<file path="src/rtl/sram_bus_arbiter.sv">
// sram_bus_arbiter: shares one SRAM-like bus (req/addr_ok/data_ok) between the
// instruction port (I) and the data port (D). A grant is held until the slave
// accepts it. Accepted requests are tracked in an in-order ID FIFO so that each
// data_ok is routed back to the port that owns it.
// Optional build macro: ARB_RR_EN (round-robin arbitration instead of D-over-I).
module sram_bus_arbiter #(
    parameter int unsigned OTS_DEPTH = 4
) (
    input  logic        clk,
    input  logic        resetn,
    input  logic        i_req,
    input  logic        i_wr,
    input  logic [1:0]  i_size,
    input  logic [31:0] i_addr,
    input  logic [3:0]  i_wstrb,
    input  logic [31:0] i_wdata,
    output logic        i_addr_ok,
    output logic        i_data_ok,
    output logic [31:0] i_rdata,
    input  logic        d_req,
    input  logic        d_wr,
    input  logic [1:0]  d_size,
    input  logic [31:0] d_addr,
    input  logic [3:0]  d_wstrb,
    input  logic [31:0] d_wdata,
    output logic        d_addr_ok,
    output logic        d_data_ok,
    output logic [31:0] d_rdata,
    output logic        s_req,
    output logic        s_wr,
    output logic [1:0]  s_size,
    output logic [31:0] s_addr,
    output logic [3:0]  s_wstrb,
    output logic [31:0] s_wdata,
    input  logic        s_addr_ok,
    input  logic        s_data_ok,
    input  logic [31:0] s_rdata,
    output logic        busy
);

    localparam int unsigned PtrW = (OTS_DEPTH > 1) ? $clog2(OTS_DEPTH) : 1;
    localparam int unsigned CntW = PtrW + 1;

    typedef enum logic {
        PortI = 1'b0,
        PortD = 1'b1
    } port_e;

    port_e            gnt;
    logic             gnt_req;
    logic             full;
    logic             push;
    logic             pop;
    port_e            head_id;

    logic             lock_vld_q, lock_vld_d;
    port_e            lock_id_q, lock_id_d;
    logic [CntW-1:0]  ots_cnt_q, ots_cnt_d;
    logic [PtrW-1:0]  wr_ptr_q, wr_ptr_d;
    logic [PtrW-1:0]  rd_ptr_q, rd_ptr_d;
    port_e            id_fifo_q [OTS_DEPTH];

`ifdef ARB_RR_EN
    port_e            last_gnt_q, last_gnt_d;
`endif

    // Grant selection: a locked grant wins over any priority decision.
    always_comb begin
        gnt     = PortI;
        gnt_req = 1'b0;
        if (lock_vld_q) begin
            gnt     = lock_id_q;
            gnt_req = (lock_id_q == PortD) ? d_req : i_req;
        end else if (d_req && i_req) begin
`ifdef ARB_RR_EN
            gnt = (last_gnt_q == PortD) ? PortI : PortD;
`else
            gnt = PortD;
`endif
            gnt_req = 1'b1;
        end else if (d_req) begin
            gnt     = PortD;
            gnt_req = 1'b1;
        end else if (i_req) begin
            gnt     = PortI;
            gnt_req = 1'b1;
        end
    end

    // Full check uses the registered count; a same-cycle pop does not free a slot.
    assign full    = (ots_cnt_q == CntW'(OTS_DEPTH));
    assign s_req   = gnt_req & ~full;
    assign s_wr    = (gnt == PortD) ? d_wr    : i_wr;
    assign s_size  = (gnt == PortD) ? d_size  : i_size;
    assign s_addr  = (gnt == PortD) ? d_addr  : i_addr;
    assign s_wstrb = (gnt == PortD) ? d_wstrb : i_wstrb;
    assign s_wdata = (gnt == PortD) ? d_wdata : i_wdata;

    assign push    = s_req & s_addr_ok;
    // A stray data_ok with nothing outstanding is dropped here.
    assign pop     = s_data_ok & (ots_cnt_q != '0);
    assign head_id = id_fifo_q[rd_ptr_q];

    assign i_addr_ok = push & (gnt == PortI);
    assign d_addr_ok = push & (gnt == PortD);
    assign i_data_ok = pop & (head_id == PortI);
    assign d_data_ok = pop & (head_id == PortD);
    assign i_rdata   = s_rdata;
    assign d_rdata   = s_rdata;
    assign busy      = (ots_cnt_q != '0) | lock_vld_q;

    // Next-state for lock, outstanding count and FIFO pointers.
    always_comb begin
        lock_vld_d = lock_vld_q;
        lock_id_d  = lock_id_q;
        ots_cnt_d  = ots_cnt_q;
        wr_ptr_d   = wr_ptr_q;
        rd_ptr_d   = rd_ptr_q;
`ifdef ARB_RR_EN
        last_gnt_d = last_gnt_q;
`endif
        if (s_req) begin
            lock_vld_d = ~s_addr_ok;
            if (!s_addr_ok) begin
                lock_id_d = gnt;
            end
        end
        if (push) begin
            wr_ptr_d = wr_ptr_q + PtrW'(1);
`ifdef ARB_RR_EN
            last_gnt_d = gnt;
`endif
        end
        if (pop) begin
            rd_ptr_d = rd_ptr_q + PtrW'(1);
        end
        case ({push, pop})
            2'b10:   ots_cnt_d = ots_cnt_q + CntW'(1);
            2'b01:   ots_cnt_d = ots_cnt_q - CntW'(1);
            default: ots_cnt_d = ots_cnt_q;
        endcase
    end

    // Control state register with synchronous active-low reset.
    always_ff @(posedge clk) begin
        if (!resetn) begin
            lock_vld_q <= 1'b0;
            lock_id_q  <= PortI;
            ots_cnt_q  <= '0;
            wr_ptr_q   <= '0;
            rd_ptr_q   <= '0;
`ifdef ARB_RR_EN
            last_gnt_q <= PortI;
`endif
        end else begin
            lock_vld_q <= lock_vld_d;
            lock_id_q  <= lock_id_d;
            ots_cnt_q  <= ots_cnt_d;
            wr_ptr_q   <= wr_ptr_d;
            rd_ptr_q   <= rd_ptr_d;
`ifdef ARB_RR_EN
            last_gnt_q <= last_gnt_d;
`endif
        end
    end

    // ID FIFO storage; entries are only read when the count says they are valid.
    always_ff @(posedge clk) begin
        if (push) begin
            id_fifo_q[wr_ptr_q] <= gnt;
        end
    end

endmodule

</file>
<file path="config.mk">
export PLATFORM = sky130hd
export DESIGN_NAME = sram_bus_arbiter
export DESIGN_NICKNAME = d
export VERILOG_FILES = /design/src/rtl/sram_bus_arbiter.sv
export SDC_FILE = /design/constraint.sdc
export NUM_CORES = 1
export LEC_CHECK = 0
export ABC_AREA = 1
export ABC_CLOCK_PERIOD_IN_PS = 2600
export BUFFER_PORTS_ARGS = -buffer_cell sky130_fd_sc_hd__buf_2
export CAP_MARGIN = 20
export CORE_AREA = 2 2 125 127
export DETAILED_ROUTE_END_ITERATION = 6
export DIE_AREA = 0 0 127 129
export SETUP_SLACK_MARGIN = 0.3
export SLEW_MARGIN = 0
export SYNTH_ARGS = -nofsm -noshare
export SYNTH_HDL_FRONTEND = slang
export SYNTH_SLANG_ARGS = --single-unit
export TNS_END_PERCENT = 1
</file>
<file path="constraint.sdc">
create_clock -name clk -period 2.6 [get_ports clk]
set_clock_uncertainty 0.15 [all_clocks]
set_input_delay 0 -clock clk [delete_from_list [all_inputs] [get_ports clk]]
set_output_delay 0 -clock clk [all_outputs]
set_load 0.005 [all_outputs]
</file>
Word-level counts from Yosys, hierarchy flattened

Memories as Yosys holds them, arrays and structs flattened. A register that Yosys moved wholly into a read port is not among the register bits.
Index checks and enable logic that the tools add are counted.

Memories kept: 1
Logic and storage cells: 47
Input port bits: 180
Register bits after elaboration: 9
Bits in writable memories: 4

Bitwise logic cells: 12
Mux-type cells: 18
Reductions and logical operators: 4
Add/sub/neg operators: 4
Equality and inequality tests: 3

Memory list:

| memory    | depth | bits a word | rd ports | clocked after Yosys merged registers in | wr ports | line | text |
|---|---|---|---|---|---|---|---|
| id_fifo_q | 4     | 1           | 1        | 1                                       | 1        | 61   | `port_e id_fifo_q [OTS_DEPTH];` |

Operators with widths:

| operator                                          | number |
|---|---|
| two-way mux 32 bit                                | 2 |
| two-way mux 1 bit                                 | 11 |
| bitwise AND 1 bit                                 | 7 |
| two-way mux 2 bit                                 | 3 |
| one-hot mux 3 bit (2 select lines)                | 1 |
| adder 2 x 1 -> 2 bit (second input constant)      | 2 |
| two-way mux 4 bit                                 | 1 |
| inverter 1 bit                                    | 4 |
| adder 3 x 1 -> 3 bit (second input constant)      | 1 |
| == test 3 bit (second input constant)             | 1 |
| nonzero test 3 bit                                | 1 |
| subtractor 3 x 1 -> 3 bit (second input constant) | 1 |
| == test 2 x 1 -> 1 bit (second input constant)    | 1 |
| == test 2 bit (second input constant)             | 1 |
| AND reduction 2 bit                               | 1 |
| nonzero test 2 bit                                | 1 |
| logical AND 1 bit                                 | 1 |
| bitwise OR 1 bit                                  | 1 |

Depth between registers and ports, before layout

Gate-level depths: netlist (run 1).

Depth in word-level cells: 8
Mapped depth: 13
Mapped depth without buffers: 13

Least setup slack after synthesis (run 1)

No wires, ideal clock.

Path kind: flip-flop to flip-flop
Start point: register ots_cnt_q[0]
End point: register ots_cnt_q[2]
Cell stages (with the launch flop): 11
Path buffers: 0
Setup time: 119 ps
Required time: 2331 ps
Slack: 675 ps
Arrival: 1656 ps
Clock period less this slack: 1925 ps
Cell sequence: dfxtp_1 inv_1 nand3_2 nand3_4 ha_1 inv_1 fa_1 nand2_1 nand3_1 o21ai_0 a21oi_1

Cells in the longest elaborated chain, start to end: 6
Elaborated cells on any way between the ends: 12
Classes of those cells: add/sub: 2; eq/ne: 3; mux: 1; bitwise: 4; reduce/logical: 2

Ends and longest elaborated chain:

| what                                                                     | line | text |
|---|---|---|
| start, declared                                                          | 58   | `logic [CntW-1:0] ots_cnt_q, ots_cnt_d;` |
| start signal, assigned                                                   | 158  | `ots_cnt_q <= ots_cnt_d;` |
| == test 3 bit                                                            | 91   | `assign full = (ots_cnt_q == CntW'(OTS_DEPTH));` |
| inverter 1 bit                                                           | 92   | `assign s_req = gnt_req & ~full;` |
| bitwise AND 1 bit                                                        | 92   |  |
| bitwise AND 1 bit                                                        | 99   | `assign push = s_req & s_addr_ok;` |
| == test 2 x 1 -> 1 bit or == test 2 bit (tied branches)                  | 137  | `case ({push, pop})` |
| one-hot mux 3 bit (2 select lines) or nonzero test 2 bit (tied branches) | --   |  |

Parallel ways exist; a longest one is shown, timed or not.
A chain may end at the register's enable or synchronous reset.

Final worst setup path (run 1)

Start point: register lock_vld_q
End point: register ots_cnt_q[2]

Cells in the longest elaborated chain, start to end: 5
Elaborated cells on any way between the ends: 7
Classes of those cells: eq/ne: 2; mux: 2; bitwise: 2; reduce/logical: 1

Ends and longest elaborated chain:

| what                                                                     | line | text |
|---|---|---|
| start, declared                                                          | 56   | `logic lock_vld_q, lock_vld_d;` |
| start signal, assigned                                                   | 156  | `lock_vld_q <= lock_vld_d;` |
| two-way mux 1 bit *                                                      | 71   | `if (lock_vld_q) begin` |
| bitwise AND 1 bit *                                                      | 92   |  |
| bitwise AND 1 bit *                                                      | 99   |  |
| == test 2 x 1 -> 1 bit or == test 2 bit (tied branches)                  | 137  |  |
| one-hot mux 3 bit (2 select lines) or nonzero test 2 bit (tied branches) | --   |  |

Mark *: on every way between the ends. The rest lies on a longest branch, timed or not.

==> results by group, run 1 <==
Synth
  • EDFF count, synth: 4
  • Yosys cell types: 18
  • Dominant cell type by area after synthesis: nand2_1
  • Post-synth ARST share: 0
  • Synth top cells by count: nand2_1 (238), buf_4 (64), inv_1 (23)
  • Share of the synthesized area in the top cell type: 0.397
  • Register area share after synthesis: 0.151
  • Top-count cell post-synth: nand2_1
  • Mapped Cells: 399
  • Synth area leaders: nand2_1 (40%), buf_4 (21%), dfxtp_1 (9.8%)
  • Mapped Area: 2250 sq um
  • Syn_nets: 585
  • Mean post-synth cell area: 5.64 sq um
  • Post-synth top flop: dfxtp_1
  • Register bit total from synthesis: 15
  • Ys Warns: 0

Global route
  • Tot GR Track Use: 0.0935
  • Vias in the first global route: 2,530
  • Largest net degree at the start of global routing: 43
  • First-pass GRT wire length: 12,400 um
  • Initial antenna violation count: 1
  • Congestion Overflow GR: 0

Detailed routing
  • DR vias: 2,881
  • Via density: 3.71
  • Antenna viol nets, final: 0
  • DRT Pass-1 Iters: 4
  • Drt total wl: 8820 um
  • Wire per inst: 11.4 um
  • DRC Markers: 0
  • DR iter-0 viols: 123

Run
  • Total of max-cap violations: 0

Critical path
  • Worst Path Required: 2580 ps
  • Worst reg2reg path depth: 11
  • Crit start category: flop
  • RR Endpoint: ots_cnt_q[2]
  • Arrival time worst endpoint: 2050 ps
  • R2R Setup Slk: 540 ps
  • Crit end category: flop
  • R2R Path Start: lock_vld_q
  • Crit Path Max Fanout: 9
  • WS Path Type: reg -> reg

Timing
  • Slew margin rel.: 0.729
  • Final WS setup: 538 ps
  • Period Utilization, post-route: 0.793
  • Final Max Slew Viols: 0
  • Setup TNS Final: 0 ps
  • Worst-Margin Slew: 406 ps
  • RSZ-0062 raised after global routing: false
  • Setup-failing EPs final: 0
  • Min Tclk post-route: 2060 ps
  • Max Fclk: 485 MHz
  • Final hold viol count: 0

Clock tree
  • Clock slew at reported path FFs: 50 ps
  • CTS buffer count: 3
  • CTS Sinks: 15
  • H-tree lvl count: 1
  • CTS max path bufs: 2
  • Setup Buffers After CTS: 0
  • CTS tree: done
  • Worst skew pair latency: 240 ps
  • CTS root buf: clkbuf_16

Hold path
  • Hold Path End: s_addr[14]
  • WHS Path Cells: 4
  • Hold WC Path Type: in -> out
  • HP Start: d_addr[14]

Floorplanning
  • Die width: 127 um
  • Initial Util: 0.150
  • # rows: 45
  • Die Ht: 129 um
  • Io pins: 321
  • Die area: 16,400 sq um
  • Core Region: 15,000 sq um

Finish
  • Layout Cells excl Fill: 776
  • Layout cells sized above 1: 0.407
  • Final non-filler cell area: 3430 sq um
  • Area grow syn2layout: 52.5%
  • Layout Nets: 774
  • Filler cell count: 1,732

Run status
  • Status: completed

Placement
  • Placed insts: 736
  • Place WS: 523 ps
  • Port bufs: 224
  • Area after DPL: 3000 sq um
  • RePlAce Congestion: 0.705
  • DP Wirelength: 7240 um

Power
  • Static leakage: 2.15 nW
  • Max IR drop VDD: 0.285 mV
  • Power per cell area: 477 nW/um^2
[worst max path at each step]
stage	startpoint	to
floorplan	ots_cnt_q[0]	ots_cnt_q[2]
global placement	ots_cnt_q[0]	ots_cnt_q[2]
detailed placement	ots_cnt_q[0]	ots_cnt_q[2]
CTS	ots_cnt_q[0]	ots_cnt_q[2]
global route	ots_cnt_q[1]	ots_cnt_q[2]
finish	lock_vld_q	ots_cnt_q[2]
[metal layers]
layer  global-route usage  vias to the layer above  wire length, um
li1                     -                     1505                -
met1                0.123                     1213             3820
met2                0.164                      155             4260
met3               0.0158                        8              665
met4               0.0149                        0               82
met5                    0                        -                0
[stage by stage]
stage / total power, mW / hold WS, ps / utilization
floorplan: 0.988 / -69.2 / -
global placement: 1.28 / -150 / 0.200
detailed placement: 1.28 / -150 / 0.200
CTS: 1.65 / 102 / 0.229
global route: 1.82 / 117 / 0.229
finish: 1.64 / 102 / 0.229
[cells by family after synthesis]
logic type / after synthesis / share of synthesized area
AND/OR/NAND/NOR: 263 / 0.456
buffers and inverters: 104 / 0.330
flip-flops: 15 / 0.151
AO/OA/AOI/OAI: 10 / 0.0222
adder cells (fa/ha/maj): 6 / 0.0367
XOR/XNOR: 1 / 0.00389
[critical path, cell delays in order, from the launching register on]
cell     delay (ps)
dfxtp_1         380
nand2_1         100
nand2_1          80
nand2_2         110
nand3_4         130
ha_1            190
inv_1            70
fa_1            380
nand2_1          80
nand3_1          80
o21ai_0         150
a21oi_1          50
[placed cells by master (no fill, tap or decap), types with 2 or more instances in the layout]
| master | count |
|---|---|
| a21oi_1 | 7 |
| buf_2 | 224 |
| buf_4 | 3 |
| clkbuf_16 | 3 |
| dfxtp_1 | 11 |
| dlygate4sd3_1 | 35 |
| edfxtp_1 | 4 |
| ha_1 | 5 |
| inv_1 | 22 |
| inv_2 | 3 |
| nand2_1 | 238 |
| nand2_2 | 2 |
| nand3_1 | 4 |
| nand4_1 | 4 |
| nor2_1 | 13 |
| o21ai_0 | 3 |
[what timing repair did]
item                                   CTS  global route
endpoints found under the hold margin   75             0
gates resized for setup                  0             1
setup endpoints to repair                0             1
hold buffers                            35             0
[final cells by class]
cell class	count	area (sq um)	share of cell area
clock inverter	1	5.00	0.00146
tap	188	235	0.0685
timing repair buffer	263	1510	0.441
clock buffer	3	75.1	0.0219
antenna	1	2.50	0.000729
sequential	15	340	0.0991
multi-input combinational	280	1170	0.340
inverter	25	93.8	0.0273
[where the power goes]
part / switching [mW] / internal (mW)
clock network: 0.0930 / 0.205
logic: 0.573 / 0.443
registers: 0.0290 / 0.294
Power figures use the tool's default switching activity.
==> run 2: changes to the inputs <==
--- a/config.mk
+++ b/config.mk
@@ -6,7 +6,7 @@
 export NUM_CORES = 1
 export LEC_CHECK = 0
 export ABC_AREA = 1
-export ABC_CLOCK_PERIOD_IN_PS = 2600
+export ABC_CLOCK_PERIOD_IN_PS = 1900
 export BUFFER_PORTS_ARGS = -buffer_cell sky130_fd_sc_hd__buf_2
 export CAP_MARGIN = 20
 export CORE_AREA = 2 2 125 127
==> constraint.sdc (replaced) <==
create_clock -name clk -period 1.9 [get_ports clk]
set_clock_uncertainty 0.15 [all_clocks]
set_input_delay 0 -clock clk [delete_from_list [all_inputs] [get_ports clk]]
set_output_delay 0 -clock clk [all_outputs]
set_load 0.005 [all_outputs]
==> run 2 against run 1 <==
Sequential cell count stayed put. Routed wire length grew 2.8%. Sequential share of layout area shrank 0.082 points. Non-clock buffer count increased by 8. Sequential power increased by 42%. Via count grew 1.8%. Critical path depth is the same. Critical endpoint unchanged. Highest routed layer unchanged.
==> results by group, run 2 (synthesized netlist as in run 1, its figures left out) <==
Run status
  • Status: completed

Finish
  • Fin util: 0.236
  • Area grow syn2layout: 57.2%
  • Multi-input gate area: 1210 sq um
  • Filler cell count: 1,718
  • Most frequent cells in the layout: nand2_1 (234), buf_2 (224), dlygate4sd3_1 (33)
  • Layout Cells excl Fill: 783
  • Most common cell after layout, fill and taps aside: nand2_1
  • Layout cells sized above 1: 0.449
  • Layout Nets: 782
  • FF/Latch Area: 348 sq um
  • Final non-filler cell area: 3540 sq um
  • N_diodes: 0

Floorplanning
  • Initial Util: 0.150
  • Die area: 16,400 sq um
  • Io pins: 321
  • Die Ht: 129 um
  • Die width: 127 um
  • # rows: 45
  • Core Region: 15,000 sq um

Critical path
  • Crit start category: flop
  • Crit Path Max Fanout: 4
  • Crit end category: flop
  • WS Path Type: reg -> reg
  • Worst reg2reg path depth: 11
  • Arrival time worst endpoint: 1750 ps
  • Worst Path Required: 1890 ps

Power
  • Psw: 1.02 mW
  • Final Total Pwr: 2.40 mW
  • Static leakage: 2.19 nW
  • Flop pwr share: 0.191
  • Clk pwr share: 0.171
  • P_int: 1.39 mW
  • Comb power frac: 0.638
  • Max IR drop VDD: 0.383 mV
  • Power per cell area: 679 nW/um^2
  • Fraction of power spent switching nets: 0.423

Clock tree
  • CTS tree: done
  • Clock slew at reported path FFs: 50 ps
  • H-tree lvl count: 1
  • CTS max path bufs: 2
  • Worst skew pair latency: 250 ps
  • CTS Sinks: 15
  • CTS buffer count: 3
  • CTS root buf: clkbuf_16

Detailed routing
  • Via density: 3.75
  • DR vias: 2,934
  • DR iter-0 viols: 156
  • DRT Pass-1 Iters: 4
  • Antenna viol nets, final: 0
  • DRC Markers: 0
  • Drt total wl: 9070 um
  • Wire per inst: 11.6 um

Timing
  • Max Fclk: 567 MHz
  • Setup TNS Final: 0 ps
  • Period Utilization, post-route: 0.928
  • Worst-Margin Slew: 337 ps
  • Min Tclk post-route: 1760 ps
  • Final hold slack: 6.17 ps
  • RSZ-0062 raised after global routing: true
  • Slew margin rel.: 0.775
  • Final hold viol count: 0
  • Setup-failing EPs final: 0
  • Final WS setup: 136 ps
  • Final Max Slew Viols: 0

Global route
  • Tot GR Track Use: 0.0924
  • Vias in the first global route: 2,545
  • Largest net degree at the start of global routing: 43
  • Congestion Overflow GR: 0
  • First-pass GRT wire length: 12,400 um
  • Initial antenna violation count: 0

Placement
  • Port bufs: 224
  • RePlAce Congestion: 0.725
  • DP Wirelength: 7290 um
  • Area after DPL: 3050 sq um
  • Placed insts: 741
  • Place WS: 64.3 ps

Hold path
  • WHS Path Cells: 4
  • Hold WC Path Type: in -> reg

Run
  • Total of max-cap violations: 0
-- run 2: cell count changes in the layout (fill, tap and decap cells not counted), moves of 2 or more --
cell / previous run / this run
dfxtp_2: 0 / 3
dlygate4sd3_1: 35 / 33
buf_6: 0 / 3
inv_2: 3 / 9
buf_4: 3 / 11
nand2_2: 2 / 5
inv_1: 22 / 16
nand2_1: 238 / 234
dfxtp_1: 11 / 7
-- run 2: worst paths after layout --
kind	from	to	slack (ps)
setup / recovery	lock_vld_q	ots_cnt_q[2]	140
hold / removal	s_addr_ok	wr_ptr_q[0]	6
setup reg to reg	lock_vld_q	ots_cnt_q[2]	140
hold reg to reg	lock_vld_q	lock_vld_q	350
-- run 2: cell type report --
type | count | area share
Timing Repair Buffer | 271 | 0.443
Multi-Input combinational cell | 280 | 0.343
Sequential cell | 15 | 0.0983
Tap cell | 188 | 0.0665
Inverter | 25 | 0.0265
Clock buffer | 3 | 0.0212
Clock inverter | 1 | 0.00141
-- run 2: power groups by stage --
stage	registers (mW)	clock network (mW)	logic, mW
2_1_floorplan	0.444	0	0.943
3_3_place_gp	0.450	0	1.37
3_5_place_dp	0.454	0	1.38
4_1_cts	0.453	0.420	1.49
5_1_grt	0.466	0.430	1.73
6_report	0.458	0.411	1.53
-- run 2: critical path: stages, from the launching register on --
cell and delay (ps):
dfxtp_4 360, nand2_2 70, nand2_2 70, nand2_4 60
nand3_4 80, ha_4 140, inv_2 40, fa_2 350
nand2_2 80, nand3_2 80, o21ai_2 110, a21oi_1 40
-- run 2: timing repair --
item | in CTS | in global routing
pin swaps | 9 | 9
setup buffers | 2 | 3
resized for setup | 8 | 12
endpoints found under the setup margin | 69 | 76
hold endpoints to repair | 75 | 0
hold buffers | 33 | 0
-- run 2: layer usage --
metal / track usage / share of wire / up-vias
met2: 0.169 / 0.50 / 180
met4: 0.0200 / 0.0094 / 0
li1: - / - / 1519
met5: 0 / 0 / -
met3: 0.0129 / 0.091 / 7
met1: 0.116 / 0.40 / 1228
